### src/rtl/ds_cic_decimator.sv
// ds_cic_decimator: multi-channel sinc^N decimator for 1-bit
// delta-sigma streams, with valid/ready output and overrun flag.
module ds_cic_decimator #(
  parameter int NCH       = 2,
  parameter int ORDER     = 2,
  parameter int DECIM     = 16,
  parameter int SHIFT     = 0,
  parameter int OUT_WIDTH = 10
) (
  input  logic                     clk,
  input  logic                     rst,
  input  logic                     in_valid,
  input  logic [NCH-1:0]           bit_in,
  input  logic                     out_ready,
  output logic                     out_valid,
  output logic [NCH*OUT_WIDTH-1:0] dig_out,
  output logic                     overrun
);

  localparam int LD = $clog2(DECIM);
  localparam int AW = ORDER*LD + 2;
  localparam int EW = (AW > OUT_WIDTH) ? AW : OUT_WIDTH;

  localparam logic signed [AW-1:0] P_ONE =
    {{(AW-1){1'b0}}, 1'b1};
  localparam logic signed [AW-1:0] M_ONE = '1;

  localparam logic signed [EW-1:0] SMAX =
    {{(EW-OUT_WIDTH+1){1'b0}}, {(OUT_WIDTH-1){1'b1}}};
  localparam logic signed [EW-1:0] SMIN =
    {{(EW-OUT_WIDTH+1){1'b1}}, {(OUT_WIDTH-1){1'b0}}};

  logic signed [AW-1:0] integ_q [NCH][ORDER];
  logic signed [AW-1:0] integ_d [NCH][ORDER];
  logic signed [AW-1:0] snap_q  [NCH];
  logic signed [AW-1:0] dly_q   [NCH][ORDER];
  logic signed [AW-1:0] cin_d   [NCH][ORDER];
  logic signed [AW-1:0] comb_y  [NCH];

  logic [LD-1:0]            cnt_q;
  logic                     dec_edge;
  logic                     pend_q;
  logic [NCH*OUT_WIDTH-1:0] dig_d;

  assign dec_edge = in_valid && (&cnt_q);

  // next integrator values: stage k adds post-update stage k-1
  always_comb begin
    logic signed [AW-1:0] run;
    for (int c = 0; c < NCH; c++) begin
      run = bit_in[c] ? P_ONE : M_ONE;
      for (int k = 0; k < ORDER; k++) begin
        run = integ_q[c][k] + run;
        integ_d[c][k] = run;
      end
    end
  end

  // integrators and decimation counter advance on strobes only
  always_ff @(posedge clk) begin
    if (rst) begin
      cnt_q <= '0;
      for (int c = 0; c < NCH; c++)
        for (int k = 0; k < ORDER; k++)
          integ_q[c][k] <= '0;
    end else if (in_valid) begin
      cnt_q <= cnt_q + LD'(1);
      for (int c = 0; c < NCH; c++)
        for (int k = 0; k < ORDER; k++)
          integ_q[c][k] <= integ_d[c][k];
    end
  end

  // snapshot last integrator on the decimation edge
  always_ff @(posedge clk) begin
    if (rst) begin
      pend_q <= 1'b0;
      for (int c = 0; c < NCH; c++)
        snap_q[c] <= '0;
    end else begin
      pend_q <= dec_edge;
      if (dec_edge)
        for (int c = 0; c < NCH; c++)
          snap_q[c] <= integ_d[c][ORDER-1];
    end
  end

  // comb chain: each stage subtracts its delayed input
  always_comb begin
    logic signed [AW-1:0] run;
    for (int c = 0; c < NCH; c++) begin
      run = snap_q[c];
      for (int k = 0; k < ORDER; k++) begin
        cin_d[c][k] = run;
        run = run - dly_q[c][k];
      end
      comb_y[c] = run;
    end
  end

  // comb delays load once, the cycle after decimation
  always_ff @(posedge clk) begin
    if (rst) begin
      for (int c = 0; c < NCH; c++)
        for (int k = 0; k < ORDER; k++)
          dly_q[c][k] <= '0;
    end else if (pend_q) begin
      for (int c = 0; c < NCH; c++)
        for (int k = 0; k < ORDER; k++)
          dly_q[c][k] <= cin_d[c][k];
    end
  end

  // shift, saturate and pack every channel
  always_comb begin
    logic signed [AW-1:0] sh;
    logic signed [EW-1:0] ext;
    logic [OUT_WIDTH-1:0] y;
    dig_d = '0;
    for (int c = 0; c < NCH; c++) begin
      sh  = comb_y[c] >>> SHIFT;
      ext = EW'(sh);
      unique case (1'b1)
        (ext > SMAX): y = SMAX[OUT_WIDTH-1:0];
        (ext < SMIN): y = SMIN[OUT_WIDTH-1:0];
        default:      y = ext[OUT_WIDTH-1:0];
      endcase
      dig_d[c*OUT_WIDTH +: OUT_WIDTH] = y;
    end
  end

  // output register, handshake and sticky overrun
  always_ff @(posedge clk) begin
    if (rst) begin
      out_valid <= 1'b0;
      dig_out   <= '0;
      overrun   <= 1'b0;
    end else if (pend_q) begin
      out_valid <= 1'b1;
      dig_out   <= dig_d;
      if (out_valid && !out_ready)
        overrun <= 1'b1;
    end else if (out_valid && out_ready) begin
      out_valid <= 1'b0;
    end
  end

endmodule

### config.mk
export PLATFORM = sky130hd
export DESIGN_NAME = ds_cic_decimator
export DESIGN_NICKNAME = d
export VERILOG_FILES = /design/src/rtl/ds_cic_decimator.sv
export SDC_FILE = /design/constraint.sdc
export NUM_CORES = 1
export LEC_CHECK = 0
export BUFFER_PORTS_ARGS = -buffer_cell sky130_fd_sc_hd__buf_4
export CAP_MARGIN = 15
export CORE_ASPECT_RATIO = 0.5
export CORE_MARGIN = 3
export CORE_UTILIZATION = 60
export CTS_CLUSTER_SIZE = 40
export DETAILED_ROUTE_END_ITERATION = 8
export MAX_ROUTING_LAYER = met4
export PLACE_DENSITY = 0.82
export SYNTH_ARGS = -nofsm -noshare
export SYNTH_HDL_FRONTEND = slang
export SYNTH_SLANG_ARGS = --single-unit
### constraint.sdc
create_clock -name clk -period 5.95 [get_ports clk]
set_input_delay 0.2975 -clock clk [delete_from_list [all_inputs] [get_ports clk]]
set_output_delay 0.2975 -clock clk [all_outputs]
set_load 0.02 [all_outputs]
# Word-level counts from Yosys, hierarchy flattened

Memories as Yosys holds them, arrays and structs flattened.
Cells that the tools add are included.

Flip-flop bits (word level): 27
Latch bits: 0
Bits in writable memories: 100
Bits in read-only memories: 0
Bits of input ports: 6
Output and inout port bits: 22
Logic and storage cells: 65
Memories kept: 3

Add/subtract/negate cells: 9
Multipliers: 0
Div/mod/pow operators: 0
Magnitude comparators: 4
Equality and inequality tests: 0
Shifts and indexed selects: 0
Muxes and demuxes: 27
Bitwise operators: 10
Reductions and logical operators: 7

Memories:

| memory  | words | width | rd ports | clocked after Yosys merged registers in | wr ports | line | text |
|---|---|---|---|---|---|---|---|
| dly_q   | 2     | 20    | 2        | 0                                       | 2        | 36   | `logic signed [AW-1:0] dly_q [NCH][ORDER];` |
| integ_q | 2     | 20    | 2        | 0                                       | 2        | 33   | `logic signed [AW-1:0] integ_q [NCH][ORDER];` |
| snap_q  | 2     | 10    | 2        | 0                                       | 2        | 35   | `logic signed [AW-1:0] snap_q [NCH];` |

Operators with widths:

| operator               | number |
|---|---|
| $mux W10               | 12 |
| $add A10 B10 Y10       | 4 |
| $pmux W10 S2           | 2 |
| $sub A10 B10 Y10       | 4 |
| $gt A10 B10 Y1 const B | 2 |
| $lt A10 B10 Y1 const B | 2 |
| $mux W1                | 13 |
| $or A1 B1 Y1           | 10 |
| $add A4 B1 Y4 const B  | 1 |
| $reduce_and A4 Y1      | 1 |
| $logic_and A1 B1 Y1    | 3 |
| $reduce_and A2 Y1      | 1 |
| $reduce_bool A2 Y1     | 1 |
| $logic_not A1 Y1       | 1 |

# Depth between registers and ports, before layout

Gate-level depths: netlist of run 1.

Word-level depth: 6
Gate-level depth with buffers: 18
Mapped depth without buffers: 18

# Least setup slack after synthesis of run 1

Ideal clock, no wire load.

Kind: reg-to-reg
Start point: memory integ_q[1][10] (netlist name)
End point: memory snap_q[0][19] (netlist name) (data pin)
Library setup time: 0.140 ns
Data arrival time: 2.953 ns
Required time: 5.810 ns
Slack: 2.857 ns
Stages on the path, launching flop included: 17
Buffers on the path: 0
Period minus slack after synthesis: 3.093 ns
Cell sequence: edfxtp_1 -> inv_1 -> fa_1 -> nor2b_1 -> o21ai_1 -> a21boi_1 -> o21ai_1 -> nor2b_1 -> xnor2_1 -> ha_1 -> a21oi_1 -> nand2_1 -> o21ai_2 -> o21bai_1 -> a21oi_1 -> xnor3_1 -> nor2_1

RTL lines:

| element     | line |
|---|---|
| from (decl) | 33 |
| to (decl)   | 35 |

==> results_dict.tcl, run 1 <==
set metrics [dict create \
    setup-tns-final_ns 0 \
    layout_worst_path_cycle_share_pct 60.4 \
    synth.top_cells.by_count "nor2_1, edfxtp_1, ha_1" \
    yosysMostFrequentCell "nor2_1" \
    worst-setup-path-type "reg -> reg" \
    grt_overflow_total 0 \
    outcome "completed" \
    synth.distinct_cells 47 \
    mappedNetlistNets 843 \
    grt_start_max_net_pins 41 \
    finish.cell_count_without_fillers 964 \
    detail_route.first_pass.iterations 5 \
    cts_htree_levels 4 \
    min_path_type "in -> reg" \
    finish.instance_area_um2 8740 \
    antenna_violating_nets_post_route 0 \
    ys.warnings.count 0 \
    grt_pass1_wl_um 26000 \
    detailed_place.area_um2 8120 \
    mean_number_of_vias_per_cell 5.70 \
    hold_start "out_ready" \
    critical_path.reg2reg.endpoint "snap_q[0][9]$_SDFFCE_PN0P_" \
    r2r.worst_path.cells 16 \
    yosysSeqAreaShare_pct 45.6 \
    startpoint_type "flip-flop" \
    part_of_the_power_in_the_clock_network_pct 36.9 \
    cp_data_required_time_ns 6.22 \
    post_cts_resize_count 0 \
    post_cts_buffers 0 \
    number_of_antenna_violations_at_the_first_check_in_global_routing 0 \
    post_synth.cell_area_avg_um2 10.3 \
    antennaDiodeCount 0 \
    most_congested_layer_reported_by_global_routing "met2" \
    power.combinational.fraction_pct 27.2 \
    cts_made_buffers 17 \
    rsz0062_at_grt "no" \
    clock_skew_ns 0.0102 \
    number_of_enable_flip_flop_cells_after_synthesis 100 \
    placed_cell_count 931 \
    seqPwrFrac_pct 35.9 \
    synthToLayoutAreaGrowth_pct 12.4 \
    final_net_count 871 \
    critPathMaxStageDelay_ns 0.45 \
    gr_util_met3_pct 4.78 \
    clock_period_minus_worst_slack_ns 3.59 \
    cp_cell_sequence "inv_1 -> fa_1 -> nor2b_1 -> o21ai_1 -> a21boi_1 -> o21ai_1 -> nor2b_1 -> xnor2_1 -> ha_1 -> a21oi_1 -> nand2_1 -> o21ai_2 -> o21bai_1 -> a21oi_1 -> xnor3_1 -> nor2_1" \
    post_synth_inst_count 758 \
    synth.area.top_cells "edfxtp_1, ha_1, dfxtp_1, nor2_1, xnor2_1" \
    buffer_ports.inserted 27 \
    cp_data_arrival_time_ns 3.87 \
    cts_max_path_buffers 2 \
    ctsHoldBuffers 0 \
    placement_rows 28 \
    slew_violations 0 \
    actual_transition_at_the_worst_max_transition_pin_ns 0.973 \
    netSwitchingFraction_pct 30.0 \
    wirelength_um 15400 \
    syn-cell-area_um2 7780 \
    tritoncts_num_sinks 127 \
    cts_root_buffer "clkbuf_16" \
    endpoint_kind "flip-flop" \
    clock.fmax_mhz 278 \
    crit_path_top_delay_cell "fa_1" \
    powerDensity_nw_per_um2 337 \
    maxCapViolations 0 \
    clock_latency_ns 0.42 \
    half_perimeter_wire_length_after_detailed_placement_um 10300 \
    r2r-start "integ_q[0][10]$_SDFFCE_PN0P_" \
    finalHoldViolCount 0 \
    routed-via-count 5498 \
    grt.met1_usage_pct 30.1 \
    register_area_um2 3540 \
    synthDominantCellAreaShare_pct 38.6 \
    drive_gt1_share_pct 9.76 \
    globalplace.congestion 0.880 \
    initial_core_util_pct 63.6 \
    yosysTopAreaCell "edfxtp_1" \
    leakage_uw 0.00377 \
    globalRouteTotalUtil_pct 23.1 \
    holdPathEnd "out_valid$_SDFFE_PP0P_" \
    die_area_um2 14400 \
    max_slew_margin_pct 35.1 \
    multi_input_comb_area_um2 3890 \
    fp.dieH_um 86.5 \
    regToRegSetupSlack_ns 2.36 \
    intPower_uw 2060 \
    cts_clk_pin_slew_worst_paths_ns 0.06 \
    irDropWorstVdd_uv 229 \
    hold-path-cell-count 4 \
    i_o_pin_count 28 \
    die_width_um 167 \
    tritoncts_clock_tree "built" \
    core-area_um2 12200 \
    setup_viol_count_final 0 \
    synthArstFlopShare_pct 0 \
    dominantRegCellSynth "edfxtp_1" \
    detailedRoute.firstIterationViolations 385 \
    power_switching_uw 883 \
    number_of_global_route_vias_before_repair 5368 \
    synth-seq-cells 127 \
    n_fill_cell 865 \
    global_route.usage.met2_pct 36.8 \
    critical_path.max_fanout 4 \
    remaining_drc_errors 0 \
    wl_per_cell_um 15.9 \
    crit_start "integ_q[0][10]$_SDFFCE_PN0P_" \
]
==> area by class of cell <==
cell class	count	share of cell area [%]
repair buffers	30	2.66
flip-flops and latches	127	40.5
clock inverters	13	1.95
inverters	70	3.01
well taps	165	2.36
multi-input cells	540	44.5
clock buffers	19	4.95
==> placed cells by master (no fill, tap or decap), types with 13 or more instances in the layout <==
master and count:
xnor2_1 34, clkbuf_16 17, ha_1 71, mux2i_1 13
nand2b_1 18, inv_1 70, buf_4 29, edfxtp_1 100
o21ai_0 18, nor2_1 116, xor2_1 19, o21ai_1 14
a21oi_1 34, dfxtp_1 27, nand2_1 22, a21o_1 13
and2_1 31
==> worst max-delay path by stage <==
stage,end,depth (start not counted)
global placement,integ_q[0][9]$_SDFFCE_PN0P_,17
global route,snap_q[0][9]$_SDFFCE_PN0P_,16
detailed placement,integ_q[1][9]$_SDFFCE_PN0P_,17
floorplan,snap_q[0][19]$_SDFFCE_PN0P_,16
finish,snap_q[0][9]$_SDFFCE_PN0P_,16
CTS,integ_q[0][9]$_SDFFCE_PN0P_,16
==> logic make-up (layout without fill, tap and decap cells) <==
group           after synthesis  in the layout  synth area share, %
fa+ha+maj                    79             79                 13.5
xor+xnor                     55             55                 6.55
simple gates                256            256                 16.4
buf+inv                      91            132                 4.46
flops                       127            127                 45.6
compound gates              137            137                 11.8
mux                          13             13                 1.67
==> critical path, delay by kind of cell (launching register included) <==
| family | cells | cell delay (ns) |
|---|---|---|
| AO/OA/AOI/OAI | 7 | 1.15 |
| adder cells (fa/ha/maj) | 2 | 0.77 |
| XOR/XNOR | 2 | 0.54 |
| AND/OR/NAND/NOR | 4 | 0.50 |
| flip-flops | 1 | 0.39 |
| buffers and inverters | 1 | 0.11 |
==> through the flow <==
stage	setup slack (ns)	total power (µW)	hold slack, ns	utilization [%]
floorplan	2.86	1700	0.479	-
global placement	2.55	1820	0.436	66.4
detailed placement	2.42	1850	0.444	66.4
CTS	2.36	2940	0.162	71.3
global route	2.08	3090	0.229	71.5
finish	2.36	2950	0.170	71.5
==> power groups by stage <==
stage / clock network, µW / registers [µW] / logic [µW]
floorplan: 0 / 1060 / 632
global placement: 0 / 1070 / 745
detailed placement: 0 / 1070 / 778
CTS: 1090 / 1060 / 793
global route: 1140 / 1060 / 892
finish: 1090 / 1060 / 802
==> flip-flops by register name (all words and copies together) (netlist names) <==
register / cells
dly_q: 40
integ_q: 40
dig_out: 20
snap_q: 20
cnt_q: 4
out_valid: 1
overrun: 1
pend_q: 1
==> per-layer routing <==
metal / routed length (µm) / vias up
met3: 780 / 27
met2: 6910 / 161
met5: 0 / -
met1: 7340 / 2610
met4: 323 / 0
li1: - / 2700
No activity file was read; power rests on OpenSTA's default activity.
==> inputs of run 2 (changes only) <==
--- a/config.mk
+++ b/config.mk
@@ -9,11 +9,11 @@
 export CAP_MARGIN = 15
 export CORE_ASPECT_RATIO = 0.5
 export CORE_MARGIN = 3
-export CORE_UTILIZATION = 60
+export CORE_UTILIZATION = 57
 export CTS_CLUSTER_SIZE = 40
 export DETAILED_ROUTE_END_ITERATION = 8
 export MAX_ROUTING_LAYER = met4
-export PLACE_DENSITY = 0.82
+export PLACE_DENSITY = 0.81
 export SYNTH_ARGS = -nofsm -noshare
 export SYNTH_HDL_FRONTEND = slang
 export SYNTH_SLANG_ARGS = --single-unit
==> constraint.sdc (replaced) <==
create_clock -name clk -period 3.2 [get_ports clk]
set_input_delay 0.16 -clock clk [delete_from_list [all_inputs] [get_ports clk]]
set_output_delay 0.16 -clock clk [all_outputs]
set_load 0.02 [all_outputs]
==> results_dict.tcl, run 2 (synthesis results as in run 1) <==
set metrics [dict create \
    multi_input_comb_area_um2 4250 \
    number_of_antenna_violations_at_the_first_check_in_global_routing 0 \
    cp_data_arrival_time_ns 3.30 \
    irDropWorstVdd_uv 498 \
    bufs_and_invs_on_worst_path 3 \
    min_path_type "in -> reg" \
    cts_max_path_buffers 2 \
    leakage_uw 0.00406 \
    placement_rows 29 \
    part_of_the_power_in_the_clock_network_pct 33.1 \
    cts_clk_pin_slew_worst_paths_ns 0.06 \
    cp_data_required_time_ns 3.36 \
    routed-via-count 5848 \
    endpoint_kind "flip-flop" \
    number_of_global_route_vias_before_repair 5370 \
    globalRouteTotalUtil_pct 22.1 \
    detailed_place.area_um2 8320 \
    drive_gt1_share_pct 21.9 \
    antenna_violating_nets_post_route 0 \
    tritoncts_num_sinks 127 \
    critPathMaxStageDelay_ns 0.41 \
    grt_start_max_net_pins 41 \
    maxCapViolations 0 \
    placed_cell_count 962 \
    power_switching_uw 1780 \
    fp.dieH_um 88.6 \
    synthToLayoutAreaGrowth_pct 20.5 \
    actual_transition_at_the_worst_max_transition_pin_ns 0.969 \
    clock_latency_ns 0.42 \
    critical_path.max_fanout 4 \
    layout.cells.most_common_list "nor2_1, edfxtp_1, buf_4" \
    setup_viol_count_final 0 \
    powerDensity_nw_per_um2 602 \
    finish.instance_area_um2 9380 \
    mean_number_of_vias_per_cell 5.78 \
    top_regs "dly_q (40), integ_q (40)" \
    globalplace.congestion 0.871 \
    layout_worst_path_cycle_share_pct 98.0 \
    power.combinational.fraction_pct 32.0 \
    grt_overflow_total 0 \
    core-area_um2 13000 \
    cts_root_buffer "clkbuf_16" \
    die_width_um 171 \
    rsz0062_at_grt "yes" \
    initial_core_util_pct 59.9 \
    cp_cell_sequence "ha_4 -> nor2b_2 -> o21ai_2 -> a21boi_2 -> buf_4 -> buf_4 -> buf_4 -> nor2b_4 -> ha_4 -> nor2b_4 -> o21a_1 -> o41ai_2 -> xor2_1 -> nor2_1" \
    dp_worst_slack_ns -0.0528 \
    final_net_count 915 \
    half_perimeter_wire_length_after_detailed_placement_um 10400 \
    detail_route.first_pass.iterations 5 \
    crit_path_top_delay_cell "edfxtp_1" \
    ctsHoldBuffers 0 \
    netSwitchingFraction_pct 31.5 \
    max_slew_margin_pct 35.4 \
    detailedRoute.firstIterationViolations 524 \
    clock_period_minus_worst_slack_ns 3.13 \
    cts_htree_levels 4 \
    n_fill_cell 798 \
    whs_ns 0.0205 \
    final_common_cell "nor2_1" \
    critical_path.top_delay_family "compound AO/OA/AOI/OAI gates" \
    final_critical_path_setup_slack_ns 0.0651 \
    i_o_pin_count 28 \
    clock.fmax_mhz 319 \
    die_area_um2 15200 \
    wl_per_cell_um 17.0 \
    grt_pass1_wl_um 25800 \
    seqPwrFrac_pct 34.9 \
    finalHoldViolCount 0 \
    tritoncts_clock_tree "built" \
    path_common_cell "buf_4" \
    slew_violations 0 \
    register_area_um2 3540 \
    remaining_drc_errors 0 \
    clock_skew_ns 0.00851 \
    wirelength_um 17200 \
    finish.cell_count_without_fillers 1012 \
    cts_made_buffers 17 \
    worst-setup-path-type "reg -> reg" \
    outcome "completed" \
    finalCoreUtilization_pct 72.2 \
    buffer_ports.inserted 27 \
    intPower_uw 3860 \
    antennaDiodeCount 0 \
    startpoint_type "flip-flop" \
]
-- run 2: cell types whose count changed in the layout (fill, tap and decap cells not counted), moves of 6 or more --
| cell | before | now |
|---|---|---|
| buf_4 | 29 | 74 |
| a21oi_1 | 34 | 22 |
| a21oi_2 | 7 | 18 |
| ha_1 | 71 | 60 |
| o21ai_0 | 18 | 7 |
| ha_4 | 0 | 9 |
| nor2b_1 | 12 | 5 |
| xnor2_1 | 34 | 27 |
| xnor2_2 | 0 | 7 |
| o21ai_1 | 14 | 20 |
-- run 2: metrics by stage --
stage | setup TNS (ns) | total power, µW
3_3_place_gp | 0 | 3450
2_1_floorplan | 0 | 3160
4_1_cts | 0 | 5370
5_1_grt | -0.704 | 5880
3_5_place_dp | -0.127 | 3510
6_report | 0 | 5640
-- run 2: layout make-up --
type | instances | area share (%)
multi-input cells | 540 | 45.3
flip-flops and latches | 127 | 37.8
clock buffers | 18 | 4.58
repair buffers | 74 | 5.93
clock inverters | 13 | 1.32
well taps | 170 | 2.27
inverters | 70 | 2.80
-- run 2: metal layers --
layer  GRT usage [%]  part of all wire [%]
met1            28.7                    46
met2            35.3                    46
met3            5.04                   5.9
met4            6.50                   1.7
met5               -                     0
-- run 2: worst paths after layout --
check,start,end,slack (ns),depth (start not counted)
worst max register to register,integ_q[1][12]$_SDFFCE_PN0P_,snap_q[0][18]$_SDFFCE_PN0P_,0.07,14
worst min register to register,dig_out[18]$_SDFFE_PP0P_,dig_out[18]$_SDFFE_PP0P_,0.44,2
worst min-delay path,out_ready,out_valid$_SDFFE_PP0P_,0.02,4
worst max-delay path,integ_q[1][12]$_SDFFCE_PN0P_,snap_q[0][18]$_SDFFCE_PN0P_,0.07,14
-- run 2: what timing repair did --
action / in CTS / in global routing
pin swaps: 14 / 61
resized for setup: 10 / 73
setup endpoints to repair: 6 / 20
buffers inserted: 3 / 17
-- run 2: tightest hold or removal path: cells and delay by family --
kind                   cells  cell delay, ns
buffers and inverters      1            0.07
and+or+nand+nor            3            0.16
-- run 2: power by group through the flow --
stage	clock (µW)	sequential, µW	combinational (µW)
detailed placement	0	1990	1520
finish	1870	1970	1810
global route	1930	1980	1960
CTS	1860	1960	1550
global placement	0	1990	1460
floorplan	0	1980	1180
==> inputs of run 3 (changes only) <==
--- a/config.mk
+++ b/config.mk
@@ -5,6 +5,7 @@
 export SDC_FILE = /design/constraint.sdc
 export NUM_CORES = 1
 export LEC_CHECK = 0
+export ABC_AREA = 1
 export BUFFER_PORTS_ARGS = -buffer_cell sky130_fd_sc_hd__buf_4
 export CAP_MARGIN = 15
 export CORE_ASPECT_RATIO = 0.5
==> results_dict.tcl, run 3 <==
set metrics [dict create \
    clock_skew_ns 0.00925 \
    core-area_um2 13200 \
    die_width_um 173 \
    multi_input_comb_area_um2 3890 \
    min_path_type "in -> reg" \
    startpoint_type "flip-flop" \
    outcome "completed" \
    buffer_ports.inserted 27 \
    number_of_global_route_vias_before_repair 6335 \
    yosysMostFrequentCell "inv_1" \
    finalHoldViolCount 0 \
    cp_data_arrival_time_ns 3.50 \
    irDropWorstVdd_uv 431 \
    dominantRegCellSynth "edfxtp_1" \
    grt_overflow_total 0 \
    final_common_cell "inv_1" \
    max_slew_margin_pct 34.5 \
    detailedRoute.firstIterationViolations 625 \
    actual_transition_at_the_worst_max_transition_pin_ns 0.982 \
    slew_violations 0 \
    endpoint_kind "flip-flop" \
    synth.distinct_cells 35 \
    detail_route.first_pass.iterations 6 \
    post_synth_inst_count 955 \
    half_perimeter_wire_length_after_detailed_placement_um 11100 \
    synth-seq-cells 127 \
    drive_gt1_share_pct 12.7 \
    initial_core_util_pct 60.6 \
    worst-setup-path-type "reg -> reg" \
    cts_htree_levels 4 \
    wl_per_cell_um 15.0 \
    synth.top_cells.by_count "inv_1, nand2_1, nor2_1" \
    tritoncts_clock_tree "built" \
    post_synth.cell_area_avg_um2 8.36 \
    synth.area.top_cells "edfxtp_1, ha_1, inv_1, nand2_1, dfxtp_1" \
    syn-cell-area_um2 7990 \
    antenna_violating_nets_post_route 0 \
    top_regs "dly_q (40), integ_q (40)" \
    cts_root_buffer "clkbuf_16" \
    wirelength_um 18100 \
    routed-via-count 6667 \
    dp_worst_slack_ns 0.0311 \
    clock_period_minus_worst_slack_ns 3.13 \
    final_critical_path_setup_slack_ns 0.0677 \
    synthToLayoutAreaGrowth_pct 17.4 \
    register_area_um2 3540 \
    globalplace.congestion 0.922 \
    mappedNetlistNets 1040 \
    ys.warnings.count 0 \
    grt_start_max_net_pins 42 \
    crit_path_top_delay_cell "edfxtp_1" \
    final_net_count 1092 \
    leakage_uw 0.00444 \
    n_fill_cell 907 \
    number_of_antenna_violations_at_the_first_check_in_global_routing 0 \
    layout.cells.most_common_list "inv_1, nand2_1, nor2_1" \
    setup_viol_count_final 0 \
    cts_clk_pin_slew_worst_paths_ns 0.06 \
    placement_rows 29 \
    fp.dieH_um 89.7 \
    antennaDiodeCount 0 \
    clock.fmax_mhz 319 \
    setup-tns-final_ns 0 \
    cp_data_required_time_ns 3.57 \
    maxCapViolations 0 \
    rsz0062_at_grt "yes" \
    layout_worst_path_cycle_share_pct 97.9 \
    critical_path.max_fanout 6 \
    grt_pass1_wl_um 29200 \
    cts_made_buffers 17 \
    synthDominantCellAreaShare_pct 37.6 \
    i_o_pin_count 28 \
    synthArstFlopShare_pct 0 \
    critPathMaxStageDelay_ns 0.38 \
    remaining_drc_errors 0 \
    clock_latency_ns 0.42 \
    powerDensity_nw_per_um2 629 \
    yosysTopAreaCell "edfxtp_1" \
    number_of_enable_flip_flop_cells_after_synthesis 100 \
    yosysSeqAreaShare_pct 44.4 \
    cp_cell_sequence "inv_2 -> ha_4 -> inv_4 -> fa_2 -> nand2_2 -> inv_2 -> o21ai_2 -> nand2_2 -> a21oi_2 -> o21ai_2 -> xor2_1 -> inv_1 -> ha_4 -> a21o_1 -> a31oi_1 -> nand3_1 -> buf_4 -> nand2_1 -> nand3_1 -> nand2_1" \
    globalRouteTotalUtil_pct 23.4 \
    tritoncts_num_sinks 127 \
    mean_number_of_vias_per_cell 5.53 \
    cts_max_path_buffers 2 \
    die_area_um2 15600 \
]
[run 3: final timing paths]
kind / end / cells past startpoint / from / slack (ns)
setup / recovery: dig_out[19]$_SDFFE_PP0P_ / 20 / snap_q[0][10]$_SDFFCE_PN0P_ / 0.07
hold / removal: cnt_q[1]$_SDFFE_PP0P_ / 3 / in_valid / 0.02
setup reg to reg: dig_out[19]$_SDFFE_PP0P_ / 20 / snap_q[0][10]$_SDFFCE_PN0P_ / 0.07
hold reg to reg: dig_out[5]$_SDFFE_PP0P_ / 2 / dig_out[5]$_SDFFE_PP0P_ / 0.45
[run 3: cell families (layout without fill, tap and decap cells)]
logic type / after synthesis / after routing / share of synthesized area [%]
flops: 127 / 127 / 44.4
simple gates: 391 / 391 / 20.2
xor+xnor: 38 / 38 / 4.26
compound gates: 124 / 124 / 8.76
buf+inv: 196 / 261 / 9.32
fa+ha+maj: 79 / 79 / 13.1
[run 3: final cells by class]
class / count / share of cell area (%)
repair buffers: 47 / 3.79
clock buffers: 17 / 4.54
flip-flops and latches: 127 / 37.8
well taps: 186 / 2.48
multi-input cells: 632 / 41.5
clock inverters: 15 / 2.58
inverters: 182 / 7.31
[run 3: what timing repair did]
action | 4_1_cts | 5_1_grt
hold buffers | 1 | 0
endpoints found under the hold margin | 2 | 0
gates resized for setup | 7 | 42
cloned | 0 | 0
endpoints found under the setup margin | 2 | 17
pin swaps | 3 | 20
setup buffers | 2 | 7
[run 3: metal layers]
layer,GRT usage (%),wire length [µm],vias up
met5,-,0,-
met3,5.51,1240,52
li1,-,-,3204
met4,8.49,393,0
met1,28.4,7870,3125
met2,38.3,8550,286
[run 3: metrics by stage]
step / area, µm² / power, µW / std cells / hold WS (ns) / util (%)
4_1_cts: 9180 / 5760 / 1199 / 0.0147 / 69.7
2_1_floorplan: 7990 / 3170 / 955 / 0.229 / -
6_report: 9380 / 5900 / 1206 / 0.0236 / 71.2
5_1_grt: 9380 / 6200 / 1206 / 0.0254 / 71.2
3_5_place_dp: 8440 / 3500 / 1164 / 0.422 / 64.1
3_3_place_gp: 8440 / 3430 / 1164 / 0.411 / 64.1
[run 3: worst max-delay path: cells and delay by family (launching register included)]
kind                     cells  cell delay [ns]
AO/OA/AOI/OAI                5             0.77
adder cells (fa/ha/maj)      3             0.78
AND/OR/NAND/NOR              6             0.51
buffers and inverters        5             0.45
XOR/XNOR                     1             0.20
flip-flops                   1             0.38
[run 3: where the power goes]
group / total (µW) / switching, µW / internal [µW]
registers: 1970 / 57.6 / 1920
clock network: 2220 / 761 / 1460
logic: 1710 / 1090 / 618
